File: config.mk
export PLATFORM = sky130hd
export DESIGN_NAME = div_unit_flat
export DESIGN_NICKNAME = d
export VERILOG_FILES = /design/src/rtl/div_unit_if.sv /design/src/rtl/div_unit.sv /design/src/flat_wrapper.sv
export SDC_FILE = /design/constraint.sdc
export NUM_CORES = 1
export LEC_CHECK = 0
export CAP_MARGIN = 20
export CORE_MARGIN = 2
export CORE_UTILIZATION = 47
export CTS_BUF_LIST = sky130_fd_sc_hd__clkbuf_4
export CTS_CLUSTER_DIAMETER = 80
export CTS_CLUSTER_SIZE = 40
export DETAILED_ROUTE_END_ITERATION = 8
export PLACE_DENSITY = 0.76
export SLEW_MARGIN = 15
export SYNTH_ARGS = -nofsm -noshare
export SYNTH_HDL_FRONTEND = slang
export SYNTH_SLANG_ARGS = --single-unit
File: constraint.sdc
create_clock -name CLK -period 12.9 [get_ports CLK]
set_input_delay 1.29 -clock CLK [delete_from_list [all_inputs] [get_ports CLK]]
set_output_delay 1.29 -clock CLK [all_outputs]
set_load 0.05 [all_outputs]
File: src/rtl/div_unit_if.sv
`default_nettype none
// ============================================================================
// Module      : div_unit_if
// Description : Request/response bundle between the EX-stage pipeline and the
//               iterative divider. Pipeline side is the master.
// Revision    : 1.0 - initial release
// ============================================================================
interface div_unit_if #(
    parameter int WIDTH = 32
);
    logic             START;
    logic [4:0]       SELECT;
    logic [WIDTH-1:0] DATA1;
    logic [WIDTH-1:0] DATA2;
    logic             FLUSH;
    logic             BUSY;
    logic             DONE;
    logic [WIDTH-1:0] RESULT;

    modport master (
        output START, SELECT, DATA1, DATA2, FLUSH,
        input  BUSY, DONE, RESULT
    );

    modport slave (
        input  START, SELECT, DATA1, DATA2, FLUSH,
        output BUSY, DONE, RESULT
    );
endinterface
`default_nettype wire

File: src/rtl/div_unit.sv
`default_nettype none
// ============================================================================
// Module      : div_unit
// Description : Iterative restoring divider for DIV/DIVU/REM/REMU. One
//               quotient bit per cycle, single-cycle fast paths for divide
//               by zero and signed overflow, registered RESULT with a
//               one-cycle DONE strobe.
// Revision    : 1.0 - initial release
// ============================================================================
module div_unit #(
    parameter int WIDTH = 32
) (
    input  wire logic    CLK,
    input  wire logic    RESET,
    div_unit_if.slave    bus
);

    localparam int              CW      = $clog2(WIDTH + 1);
    localparam logic [4:0]      OP_DIV  = 5'b01111;
    localparam logic [4:0]      OP_DIVU = 5'b10000;
    localparam logic [4:0]      OP_REM  = 5'b10001;
    localparam logic [4:0]      OP_REMU = 5'b10010;
    localparam logic [WIDTH-1:0] MIN_NEG = {1'b1, {(WIDTH-1){1'b0}}};
    localparam logic [WIDTH-1:0] ALL_ONE = {WIDTH{1'b1}};

    typedef enum logic [1:0] {
        S_IDLE = 2'd0,
        S_RUN  = 2'd1,
        S_FIN  = 2'd2
    } state_t;

    state_t             state_q,    state_d;
    logic [CW-1:0]      cnt_q,      cnt_d;
    logic [WIDTH:0]     rem_q,      rem_d;
    logic [WIDTH-1:0]   quot_q,     quot_d;
    logic [WIDTH-1:0]   dvsr_q,     dvsr_d;
    logic               is_rem_q,   is_rem_d;
    logic               neg_quot_q, neg_quot_d;
    logic               neg_rem_q,  neg_rem_d;
    logic [WIDTH-1:0]   result_q,   result_d;

    // Request decode
    logic             op_div, op_divu, op_rem, op_remu;
    logic             op_valid, op_signed, ready, accept;
    logic             a_neg, b_neg;
    logic [WIDTH-1:0] abs_a, abs_b;

    assign op_div    = (bus.SELECT == OP_DIV);
    assign op_divu   = (bus.SELECT == OP_DIVU);
    assign op_rem    = (bus.SELECT == OP_REM);
    assign op_remu   = (bus.SELECT == OP_REMU);
    assign op_valid  = op_div | op_divu | op_rem | op_remu;
    assign op_signed = op_div | op_rem;
    assign ready     = (state_q == S_IDLE) || (state_q == S_FIN);
    // FLUSH wins over a same-cycle START
    assign accept    = bus.START & ready & op_valid & ~bus.FLUSH;

    assign a_neg = op_signed & bus.DATA1[WIDTH-1];
    assign b_neg = op_signed & bus.DATA2[WIDTH-1];
    assign abs_a = a_neg ? -bus.DATA1 : bus.DATA1;
    assign abs_b = b_neg ? -bus.DATA2 : bus.DATA2;

    // One restoring step: shift {rem,quot} left, trial-subtract the divisor
    logic [WIDTH:0]   shifted, trial, rem_step;
    logic             qbit;
    logic [WIDTH-1:0] quot_step;

    assign shifted   = {rem_q[WIDTH-1:0], quot_q[WIDTH-1]};
    assign trial     = shifted - {1'b0, dvsr_q};
    assign qbit      = ~trial[WIDTH];
    assign rem_step  = qbit ? trial : shifted;
    assign quot_step = {quot_q[WIDTH-2:0], qbit};

    assign bus.BUSY   = (state_q == S_RUN);
    assign bus.DONE   = (state_q == S_FIN);
    assign bus.RESULT = result_q;

    // Next-state, datapath and result selection
    always_comb begin
        state_d    = state_q;
        cnt_d      = cnt_q;
        rem_d      = rem_q;
        quot_d     = quot_q;
        dvsr_d     = dvsr_q;
        is_rem_d   = is_rem_q;
        neg_quot_d = neg_quot_q;
        neg_rem_d  = neg_rem_q;
        result_d   = result_q;

        if (bus.FLUSH) begin
            state_d = S_IDLE;
        end else if (accept) begin
            is_rem_d   = op_rem | op_remu;
            neg_quot_d = a_neg ^ b_neg;
            neg_rem_d  = a_neg;
            if (bus.DATA2 == '0) begin
                // Divide by zero: quotient all ones, remainder is the dividend
                result_d = (op_div | op_divu) ? ALL_ONE : bus.DATA1;
                state_d  = S_FIN;
            end else if (op_signed && bus.DATA1 == MIN_NEG && bus.DATA2 == ALL_ONE) begin
                // Signed overflow: quotient wraps to MIN_NEG, remainder zero
                result_d = op_div ? MIN_NEG : '0;
                state_d  = S_FIN;
            end else begin
                rem_d   = '0;
                quot_d  = abs_a;
                dvsr_d  = abs_b;
                cnt_d   = CW'(WIDTH);
                state_d = S_RUN;
            end
        end else begin
            case (state_q)
                S_RUN: begin
                    rem_d  = rem_step;
                    quot_d = quot_step;
                    cnt_d  = cnt_q - CW'(1);
                    if (cnt_q == CW'(1)) begin
                        state_d = S_FIN;
                        if (is_rem_q) begin
                            result_d = neg_rem_q ? -rem_step[WIDTH-1:0] : rem_step[WIDTH-1:0];
                        end else begin
                            result_d = neg_quot_q ? -quot_step : quot_step;
                        end
                    end
                end
                S_FIN:   state_d = S_IDLE;
                S_IDLE:  state_d = S_IDLE;
                default: state_d = S_IDLE;
            endcase
        end
    end

    // State and datapath registers, synchronous active-low reset
    always_ff @(posedge CLK) begin
        if (!RESET) begin
            state_q    <= S_IDLE;
            cnt_q      <= '0;
            rem_q      <= '0;
            quot_q     <= '0;
            dvsr_q     <= '0;
            is_rem_q   <= 1'b0;
            neg_quot_q <= 1'b0;
            neg_rem_q  <= 1'b0;
            result_q   <= '0;
        end else begin
            state_q    <= state_d;
            cnt_q      <= cnt_d;
            rem_q      <= rem_d;
            quot_q     <= quot_d;
            dvsr_q     <= dvsr_d;
            is_rem_q   <= is_rem_d;
            neg_quot_q <= neg_quot_d;
            neg_rem_q  <= neg_rem_d;
            result_q   <= result_d;
        end
    end

endmodule
`default_nettype wire

File: src/flat_wrapper.sv
// flat-port wrapper written by rule: the top's interface ports become plain ports
module div_unit_flat 
#(
    parameter int WIDTH = 32
)
  (CLK, RESET, bus_START, bus_SELECT, bus_DATA1, bus_DATA2, bus_FLUSH, bus_BUSY, bus_DONE, bus_RESULT);
  div_unit_if #(.WIDTH(WIDTH)) bus_i ();
  input  wire logic CLK;
  input  wire logic RESET;
  input wire logic [$bits(bus_i.START)-1:0] bus_START;
  input wire logic [$bits(bus_i.SELECT)-1:0] bus_SELECT;
  input wire logic [$bits(bus_i.DATA1)-1:0] bus_DATA1;
  input wire logic [$bits(bus_i.DATA2)-1:0] bus_DATA2;
  input wire logic [$bits(bus_i.FLUSH)-1:0] bus_FLUSH;
  output wire logic [$bits(bus_i.BUSY)-1:0] bus_BUSY;
  output wire logic [$bits(bus_i.DONE)-1:0] bus_DONE;
  output wire logic [$bits(bus_i.RESULT)-1:0] bus_RESULT;
  assign bus_i.START = bus_START;
  assign bus_i.SELECT = bus_SELECT;
  assign bus_i.DATA1 = bus_DATA1;
  assign bus_i.DATA2 = bus_DATA2;
  assign bus_i.FLUSH = bus_FLUSH;
  assign bus_BUSY = bus_i.BUSY;
  assign bus_DONE = bus_i.DONE;
  assign bus_RESULT = bus_i.RESULT;
  div_unit #(.WIDTH(WIDTH)) u_core (.CLK(CLK), .RESET(RESET), .bus(bus_i));
endmodule
# Word-level counts from Yosys, hierarchy flattened
# Cells that the tools add are included.
# Widths: inputs -> output; s select.
[word_totals]
regBits = 139
latch_bits = 0
mem_bits_rw = 0
romBits = 0
in_bits = 73
output_inout_bits = 34
word_cells = 86
n_memories = 0
[op_classes]
addsub = 6
multipliers = 0
n_div = 0
n_lt_le_gt_ge = 0
eq_ne = 13
n_shift = 0
mux = 30
n_bitwise = 16
n_reduce_logical = 12
[ops]
columns = ["operator", "count"]
rows = [
  ["$mux 32", 21],
  ["$neg 32->32", 4],
  ["$eq 32x32->1 const B", 2],
  ["$sub 33x32->33", 1],
  ["$logic_not 32->1", 1],
  ["$mux 6", 4],
  ["$eq 5x5->1 const B", 3],
  ["$reduce_and 4->1", 3],
  ["$mux 2", 5],
  ["$eq 6x1->1 const B", 1],
  ["$sub 6x1->6 const B", 1],
  ["$and 1x1->1", 5],
  ["$eq 5x4->1 const B", 1],
  ["$not 1->1", 5],
  ["$or 1x1->1", 5],
  ["$ne 2x2->1 const B", 2],
  ["$reduce_bool 2->1", 2],
  ["$ne 3x1->1 const B", 1],
  ["$ne 3x3->1 const B", 1],
  ["$eq 2x1->1 const B", 1],
  ["$eq 2x2->1 const B", 1],
  ["$logic_and 1x1->1", 2],
  ["$logic_not 2->1", 1],
  ["$reduce_and 2->1", 1],
  ["3 further kinds", 3],
]

# Longest topological paths before layout
# Gate-level depths: netlist of the first run.
[logic_depth]
depth_word = 8
ltp_mapped = 26
ltp_nobuf = 23

# Worst setup path before layout of the first run
# No wires, ideal clock.
[synth_timing]
kind = "reg-to-reg"
start = "register u_core.dvsr_q[5]"
end = "register u_core.result_q[28], in the netlist u_core.bus.RESULT[28]"
setup_time_ns = 0.120
arrival_ns = 4.651
required_ns = 12.780
setup_slack_ns = 8.129
stages_incl_launch_ff = 22
path_buffers = 3
synth_period_minus_slack_ns = 4.771
cell_sequence = "dfxtp_1 -> inv_1 -> ha_1 -> buf_6 -> a21oi_1 -> nand2_1 -> o21ai_1 -> a211oi_2 -> nor3_2 -> nor2_8 -> inv_2 -> clkbuf_1 -> buf_1 -> ha_1 -> nand4_1 -> or3_1 -> o31ai_1 -> xor2_1 -> o21ai_0 -> or3_1 -> a311oi_1 -> nor2_1"
[synth_via]
elab_chain_cells = 8
word_cells_on_any_way = 11
cone_classes = "add/sub: 3; mux: 7; bitwise: 1"
[synth_rtl]
columns = ["element", "line_no", "rtl"]
rows = [
  ["start, declared", "div_unit.sv:36", "logic [WIDTH-1:0] dvsr_q, dvsr_d;"],
  ["start signal, assigned", "div_unit.sv:150", "dvsr_q <= dvsr_d;"],
  ["$sub 33x32->33 (*)", "div_unit.sv:69", "assign trial = shifted - {1'b0, dvsr_q};"],
  ["$mux 32 / $not 1->1 (equally long branches)", "div_unit.sv:71, div_unit.sv:70", ""],
  ["$neg 32->32 (on tied branches)", "div_unit.sv:120, div_unit.sv:122", ""],
  ["$mux 32 (on tied branches)", "div_unit.sv:120, div_unit.sv:122", ""],
  ["$mux 32 (*)", "div_unit.sv:119", "if (is_rem_q) begin"],
  ["$mux 32 (*)", "div_unit.sv:117", "if (cnt_q == CW'(1)) begin"],
  ["$mux 32 (*)", "div_unit.sv:112", "case (state_q)"],
  ["$mux 32 (*)", "div_unit.sv:92", "end else if (accept) begin"],
  ["end signal, assigned", "div_unit.sv:154", "result_q <= result_d;"],
  ["end, declared", "div_unit.sv:40", "logic [WIDTH-1:0] result_q, result_d;"],
]
# Every way passes the cells marked *; elsewhere a longest branch is shown, timed or not. The select of a mux whose other input is x is not followed.
# A chain may end at the register's enable or synchronous reset.

# Worst setup path in the final report of the first run
[layout_timing]
start = "register u_core.rem_q[4]"
end = "register u_core.result_q[30], in the netlist u_core.bus.RESULT[30]"
[layout_via]
elab_chain_cells = 8
word_cells_on_any_way = 11
cone_classes = "add/sub: 3; mux: 7; bitwise: 1"
[layout_rtl]
columns = ["element", "line_no", "rtl"]
rows = [
  ["start, declared", "div_unit.sv:34", "logic [WIDTH:0] rem_q, rem_d;"],
  ["start signal, assigned", "div_unit.sv:148", "rem_q <= rem_d;"],
  ["$sub 33x32->33", "div_unit.sv:69", ""],
  ["$mux 32 / $not 1->1 (equally long branches)", "div_unit.sv:71, div_unit.sv:70", ""],
  ["$neg 32->32 (on tied branches)", "div_unit.sv:120, div_unit.sv:122", ""],
  ["$mux 32 (on tied branches)", "div_unit.sv:120, div_unit.sv:122", ""],
  ["$mux 32 (*)", "div_unit.sv:119", ""],
  ["$mux 32 (*)", "div_unit.sv:117", ""],
  ["$mux 32 (*)", "div_unit.sv:112", ""],
  ["$mux 32 (*)", "div_unit.sv:92", ""],
]
# Marks and branches as above.

==> reports/results.tsv, run 1 <==
metric	value	unit
chip width	162	um
Layout Skew	0.0268	ns
max_slew headroom	25.6	%
Hold Crit Start	u_core.bus.RESULT[8]$_SDFFE_PN0P_	
switching pwr	0.470	mW
post-layout min period	6.11	ns
Vias	12700	
P_leak	4.64	nW
ratio of final minimum period to clock period	47.4	%
Synth-to-Final Area Change	12.0	%
critical path required time	13.40	ns
Synth Flop Type	dfxtp_1	
CTS Hold Bufs	0	
placed insts	1968	
worst vdd ir	0.0686	mV
H-Tree Level Count	4	
Yosys top cell area share	23.8	%
Remaining DRCs	0	
switching part of the total	40.8	%
total wire length	40700	um
Initial Utilization	48.0	%
M3 GR Usage	4.34	%
reported max-cap violation count	0	
R2R Setup Slk	6.79	ns
Reg clk slew, reported paths	0.14	ns
met1 GRT Util	42.2	%
cts repair resizes	0	
gr busiest metal	met2	
CTS Buffer Depth	2	
drt wl/cell	20.4	um
crit path kind	reg2reg	
Max Slew Vio Count	0	
CTS buffer count	17	
Setup crit end kind	register	
Iter 0 DRT Violations	1451	
Async SR Flop Fraction	0	%
synthesized cell area	11700	sq um
WP data arrival	6.61	ns
Final Hold Vio Count	0	
design internal power	0.682	mW
register bit total from synthesis	139	
R2R depth	18	
M2 GR Usage	49.2	%
RSZ-0062 raised after global routing	no	
worst reg2reg path startpoint	u_core.rem_q[4]$_SDFFE_PN0P_	
core area	24400	sq um
I/O Pins	107	
Die H	162	um
post-route ant nets	0	
DRT Pass-1 Iters	6	
Yosys cell types	86	
clock share of power	24.4	%
Comb pwr share	37.5	%
Mapped Cells	1627	
TritonCTS clock tree	done	
Non-Filler Instances	2000	
setup bufs post-CTS	0	
GRT overflow	0	
die area	26200	sq um
vias in the first global route	11400	
Least-Margin Pin Slew	1.11	ns
Routability Congestion	0.976	
Syn Nets	1740	
# nets final	1776	
Skew-Pair Late Insertion Delay	0.59	ns
status	finished clean	
commonest cells after routing, fill and taps aside	nor2_1, o21ai_0, dfxtp_1, a21oi_1, nand2_1	
Sink Count	139	
number of enable flip-flop cells after synthesis	0	
layout cells sized above 1	5.07	%
global-route wire length before repair	63700	um
hpwl dp	30600	um
Worst Hold Depth	2	
Power Density	87.8	nW/um^2
hold crit path type	reg2reg	
f_max	0.164	GHz
commonest non-fill, non-tap cell in the layout	nor2_1	
synth warn	0	
setup TNS	0	ns
largest net degree at the start of global routing	80	
Worst Setup Start Kind	register	
FF-to-FF End	u_core.bus.RESULT[30]$_SDFFE_PN0P_	
number of vias per cell	6.37	
register share of total power	38.0	%
sequential area share after synthesis	23.8	%
final setup vio count	0	
Hold EP	u_core.bus.RESULT[8]$_SDFFE_PN0P_	
Synth area leaders	dfxtp_1, nor2_1, o21ai_0, a21oi_1, xnor2_1	
Core Rows	57	
initial antenna violation count	1	
worst-path fanout max	53	
Root Buffer Master	clkbuf_4	
synthesized area per cell	7.20	sq um
Yosys top cell by area	dfxtp_1	
Final Power	1.15	mW
Port Buf Inserts	106	
gr usage total	30.5	%
[worst max-delay path, cell delays in order (launching register included)]
cell	delay (ns)
dfxtp_1	0.47
ha_1	0.37
a21oi_1	0.48
nand2_1	0.14
o21ai_1	0.35
a211oi_2	0.15
o31a_1	0.46
nor2_8	0.69
inv_2	0.58
nand2_1	0.18
o21ai_0	0.18
inv_1	0.12
ha_1	0.20
and3_1	0.25
nand3_1	0.13
or2_2	0.31
a2111oi_1	0.54
mux2i_1	0.17
o31ai_1	0.22
[power by group through the flow]
stage                     sequential [mW]  clock [mW]  combinational [mW]
after floorplan                     0.451           0               0.284
after global placement              0.447           0               0.414
after detailed placement            0.448           0               0.418
after CTS                           0.438       0.281               0.420
after global routing                0.439       0.300               0.460
final                               0.438       0.281               0.432
[area by class of cell]
| type | count | area, sq um |
|---|---|---|
| diodes | 1 | 2.50 |
| clock buffers | 18 | 135 |
| clock inverters | 13 | 123 |
| fillers | 2429 | 11300 |
| inverters | 66 | 248 |
| multi-input cells | 1320 | 8260 |
| flip-flops and latches | 139 | 2780 |
| well taps | 324 | 405 |
| repair buffers | 119 | 1160 |
[cell families after synthesis]
kind of cell    synth area share, %
compound gates                 30.2
xor+xnor                       9.43
fa+ha+maj                      4.34
buf+inv                        5.80
flops                          23.8
mux                            3.16
simple gates                   23.3
[Yosys cell counts (all sizes together), types with 4 or more instances]
library cell    n
inv            65
a211o           7
a211oi         75
xor2           63
mux2i          28
or2             8
a21o           17
a21oi         132
dfxtp         139
ha             39
and3            8
a2111oi         5
nand3          29
and2           15
or4            12
o31a            5
o22ai           4
mux2            8
or3            23
nor3b           6
nand2         120
o41ai          13
nor2          236
o21ai         151
o21bai          6
o31ai          26
xnor2          63
a31oi          26
nand4          19
nor4           24
nor2b           9
a22oi          14
o21a           11
a221oi          4
clkbuf         74
and4            4
o211ai         15
nor3           32
a311oi          6
buf            28
nand2b         15
o22a            4
o211a           4
[metrics by stage]
| step | util, % | hold slack [ns] | worst slack (ns) | instance area [sq um] |
|---|---|---|---|---|
| global placement | 52.7 | 0.449 | 6.60 | 12900 |
| finish | 53.8 | 0.477 | 6.79 | 13100 |
| CTS | 53.8 | 0.475 | 6.92 | 13100 |
| detailed placement | 52.7 | 0.457 | 6.51 | 12900 |
| floorplan | - | 0.446 | 8.13 | 11700 |
| global route | 53.8 | 0.508 | 6.42 | 13100 |
[registers in the layout, summed over array words and instances (netlist names)]
| register | count |
|---|---|
| u_core.is_rem_q | 1 |
| u_core.dvsr_q | 32 |
| u_core.quot_q | 32 |
| u_core.state_q | 2 |
| u_core.cnt_q | 6 |
| u_core.bus.RESULT | 32 |
| u_core.neg_quot_q | 1 |
| u_core.neg_rem_q | 1 |
| u_core.rem_q | 32 |
[how the worst max path moves through the flow]
stage | from | to | slack, ns | depth (start not counted)
2_1_floorplan | u_core.dvsr_q[5]$_SDFFE_PN0P_ | u_core.bus.RESULT[28]$_SDFFE_PN0P_ | 8.13 | 21
3_3_place_gp | bus_DATA2[6] | u_core.quot_q[4]$_SDFFE_PN0P_ | 6.60 | 13
3_5_place_dp | bus_DATA2[6] | u_core.quot_q[5]$_SDFFE_PN0P_ | 6.51 | 13
4_1_cts | u_core.dvsr_q[5]$_SDFFE_PN0P_ | u_core.bus.RESULT[30]$_SDFFE_PN0P_ | 6.92 | 19
5_1_grt | u_core.dvsr_q[5]$_SDFFE_PN0P_ | u_core.bus.RESULT[24]$_SDFFE_PN0P_ | 6.42 | 19
6_report | u_core.rem_q[4]$_SDFFE_PN0P_ | u_core.bus.RESULT[30]$_SDFFE_PN0P_ | 6.79 | 18
[layer usage]
metal  vias to the layer above  part of all wire, %
met3                        77                  8.6
met4                         0                  2.4
li1                       5998                    -
met1                      6019                   43
met2                       648                   46
met5                         -                    0
Power figures use the tool's default switching activity.
==> run 2, diff against run 1 <==
PLACE_DENSITY = 0.79   (was 0.76)
clock period = 5 ns   (was 12.9 ns; I/O delays follow)
==> reports/results.tsv, run 2 (synthesized netlist as in run 1, its figures left out) <==
metric	value	unit	change
DRT Pass-1 Iters	9		+3
# nets final	1804		+1.6%
post-route ant nets	0		unchanged
hold crit path type	reg2reg		
register share of total power	37.7	%	-0.3 points
GRT overflow	0		unchanged
final setup vio count	0		unchanged
Remaining DRCs	2		+2
Setup crit end kind	register		
Slowest-stage cell, CP	or3_1		
Iter 0 DRT Violations	1568		+8.1%
worst-path fanout max	10		-81%
Port Buf Inserts	106		unchanged
Final Util	54.7	%	+0.97 points
Comb pwr share	38.0	%	+0.5 points
Critical Path Max Stage Delay	0.47	ns	-0.22 ns
worst-path cell chain	inv_1, ha_1, fa_1, nor2b_1, o31a_1, o21ai_1, a211oi_2, o31a_1, nor2_8, inv_2, ha_1, nand4_1, or3_1, o31ai_1, xor2_1, o21ai_0, or3_1, a311oi_1, nor2_1		
total wire length	40000	um	-1.8%
layout cells sized above 1	6.87	%	+1.8 points
drt wl/cell	19.7	um	-3.2%
CTS Hold Bufs	0		unchanged
WP data arrival	5.05	ns	-1.56 ns
H-Tree Level Count	4		unchanged
Worst Hold Depth	2		unchanged
placed insts	1996		+1.4%
Sink Count	139		unchanged
Non-Filler Instances	2029		+1.5%
f_max	0.219	GHz	+34%
worst vdd ir	0.139	mV	+100%
switching pwr	1.21	mW	+160%
chip width	162	um	unchanged
TritonCTS clock tree	done		
CTS Buffer Depth	2		unchanged
Skew-Pair Late Insertion Delay	0.59	ns	about the same
ratio of final minimum period to clock period	91.3	%	+44 points
Worst Setup Start Kind	register		
vias in the first global route	11800		+3.2%
reported max-cap violation count	0		unchanged
initial antenna violation count	1		unchanged
commonest non-fill, non-tap cell in the layout	nor2_1		
commonest cells after routing, fill and taps aside	nor2_1, o21ai_0, dfxtp_1, a21oi_1, nand2_1		
multi-input logic area	8270	sq um	+0.17%
Root Buffer Master	clkbuf_4		
Final Hold Vio Count	0		unchanged
status	complete, but fails checks		
Core Rows	57		unchanged
number of vias per cell	6.32		-0.76%
P_leak	4.78	nW	+3.1%
Max Slew Vio Count	0		unchanged
design internal power	1.79	mW	+160%
crit path kind	reg2reg		
CTS buffer count	17		unchanged
register area	2780	sq um	unchanged
post-layout min period	4.56	ns	-1.55 ns
max_slew headroom	24.5	%	-1.1 points
gr usage total	30.1	%	-0.36 points
Die H	162	um	unchanged
Routability Congestion	1.00		+2.5%
R2R depth	19		+1
clock share of power	24.3	%	about the same
hpwl dp	30600	um	+0.13%
Initial Utilization	48.0	%	unchanged
largest net degree at the start of global routing	67		-16%
Vias	12800		+0.68%
critical path required time	5.48	ns	-7.92 ns
Layout Skew	0.0195	ns	-0.00729 ns
fill count	2327		-4.2%
I/O Pins	107		unchanged
Least-Margin Pin Slew	1.13	ns	+0.0192 ns
Reg clk slew, reported paths	0.14	ns	about the same
die area	26200	sq um	unchanged
Power Density	224	nW/um^2	+160%
core area	24400	sq um	unchanged
Synth-to-Final Area Change	14.0	%	
global-route wire length before repair	63300	um	-0.66%
failing checks	design-rule violations		
switching part of the total	40.4	%	-0.42 points
## run 2: cell types whose count changed in the layout (fill, tap and decap cells not counted), sizes merged
cell,before,now
buf,13,41
clkinvlp,5,6
## run 2: timing repair
action	CTS	global route
setup buffers	0	0
resized for setup	0	4
endpoints found under the setup margin	0	4
## run 2: power by group through the flow
stage	logic [mW]	clock network, mW	registers (mW)
floorplan	0.732	0	1.16
global placement	1.09	0	1.15
detailed placement	1.10	0	1.15
CTS	1.10	0.736	1.13
global route	1.22	0.782	1.13
finish	1.14	0.729	1.13
## run 2: worst paths after layout
kind | slack, ns | startpoint | to
setup / recovery | 0.44 | u_core.quot_q[31]$_SDFFE_PN0P_ | u_core.bus.RESULT[28]$_SDFFE_PN0P_
hold / removal | 0.48 | u_core.bus.RESULT[4]$_SDFFE_PN0P_ | u_core.bus.RESULT[4]$_SDFFE_PN0P_
hold reg to reg | 0.48 | u_core.bus.RESULT[4]$_SDFFE_PN0P_ | u_core.bus.RESULT[4]$_SDFFE_PN0P_
setup reg to reg | 0.44 | u_core.quot_q[31]$_SDFFE_PN0P_ | u_core.bus.RESULT[28]$_SDFFE_PN0P_
## run 2: area by class of cell
class	instances	share of cell area (%)
Multi-Input combinational cell	1320	62.0
Sequential cell	139	20.8
Timing Repair Buffer	147	10.3
Tap cell	324	3.04
Inverter	66	1.86
Clock buffer	18	1.01
Clock inverter	14	0.928
Antenna cell	1	0.0187
## run 2: through the flow
step	TNS (ns)	hold slack, ns	cell area (sq um)	setup WS [ns]	power [mW]
3_3_place_gp	0	0.462	13100	0.440	2.25
2_1_floorplan	0	0.446	11700	0.229	1.89
4_1_cts	0	0.481	13300	0.308	2.97
6_report	0	0.479	13400	0.437	3.00
3_5_place_dp	0	0.458	13100	0.383	2.25
5_1_grt	-0.00510	0.502	13400	-0.00510	3.13
## run 2: metal layers
| layer | track usage, % | part of all wire, % | vias to the layer above |
|---|---|---|---|
| li1 | - | - | 6037 |
| met1 | 40.5 | 42 | 6037 |
| met2 | 48.9 | 46 | 664 |
| met3 | 5.06 | 9.1 | 91 |
| met4 | 10.5 | 2.8 | 0 |
| met5 | 0 | 0 | - |
## run 2: critical path, delay by kind of cell (launching register included)
kind	cells	cell delay [ns]
xor+xnor	1	0.17
compound gates	7	1.44
flops	1	0.35
fa+ha+maj	3	0.85
simple gates	6	1.37
buf+inv	2	0.26
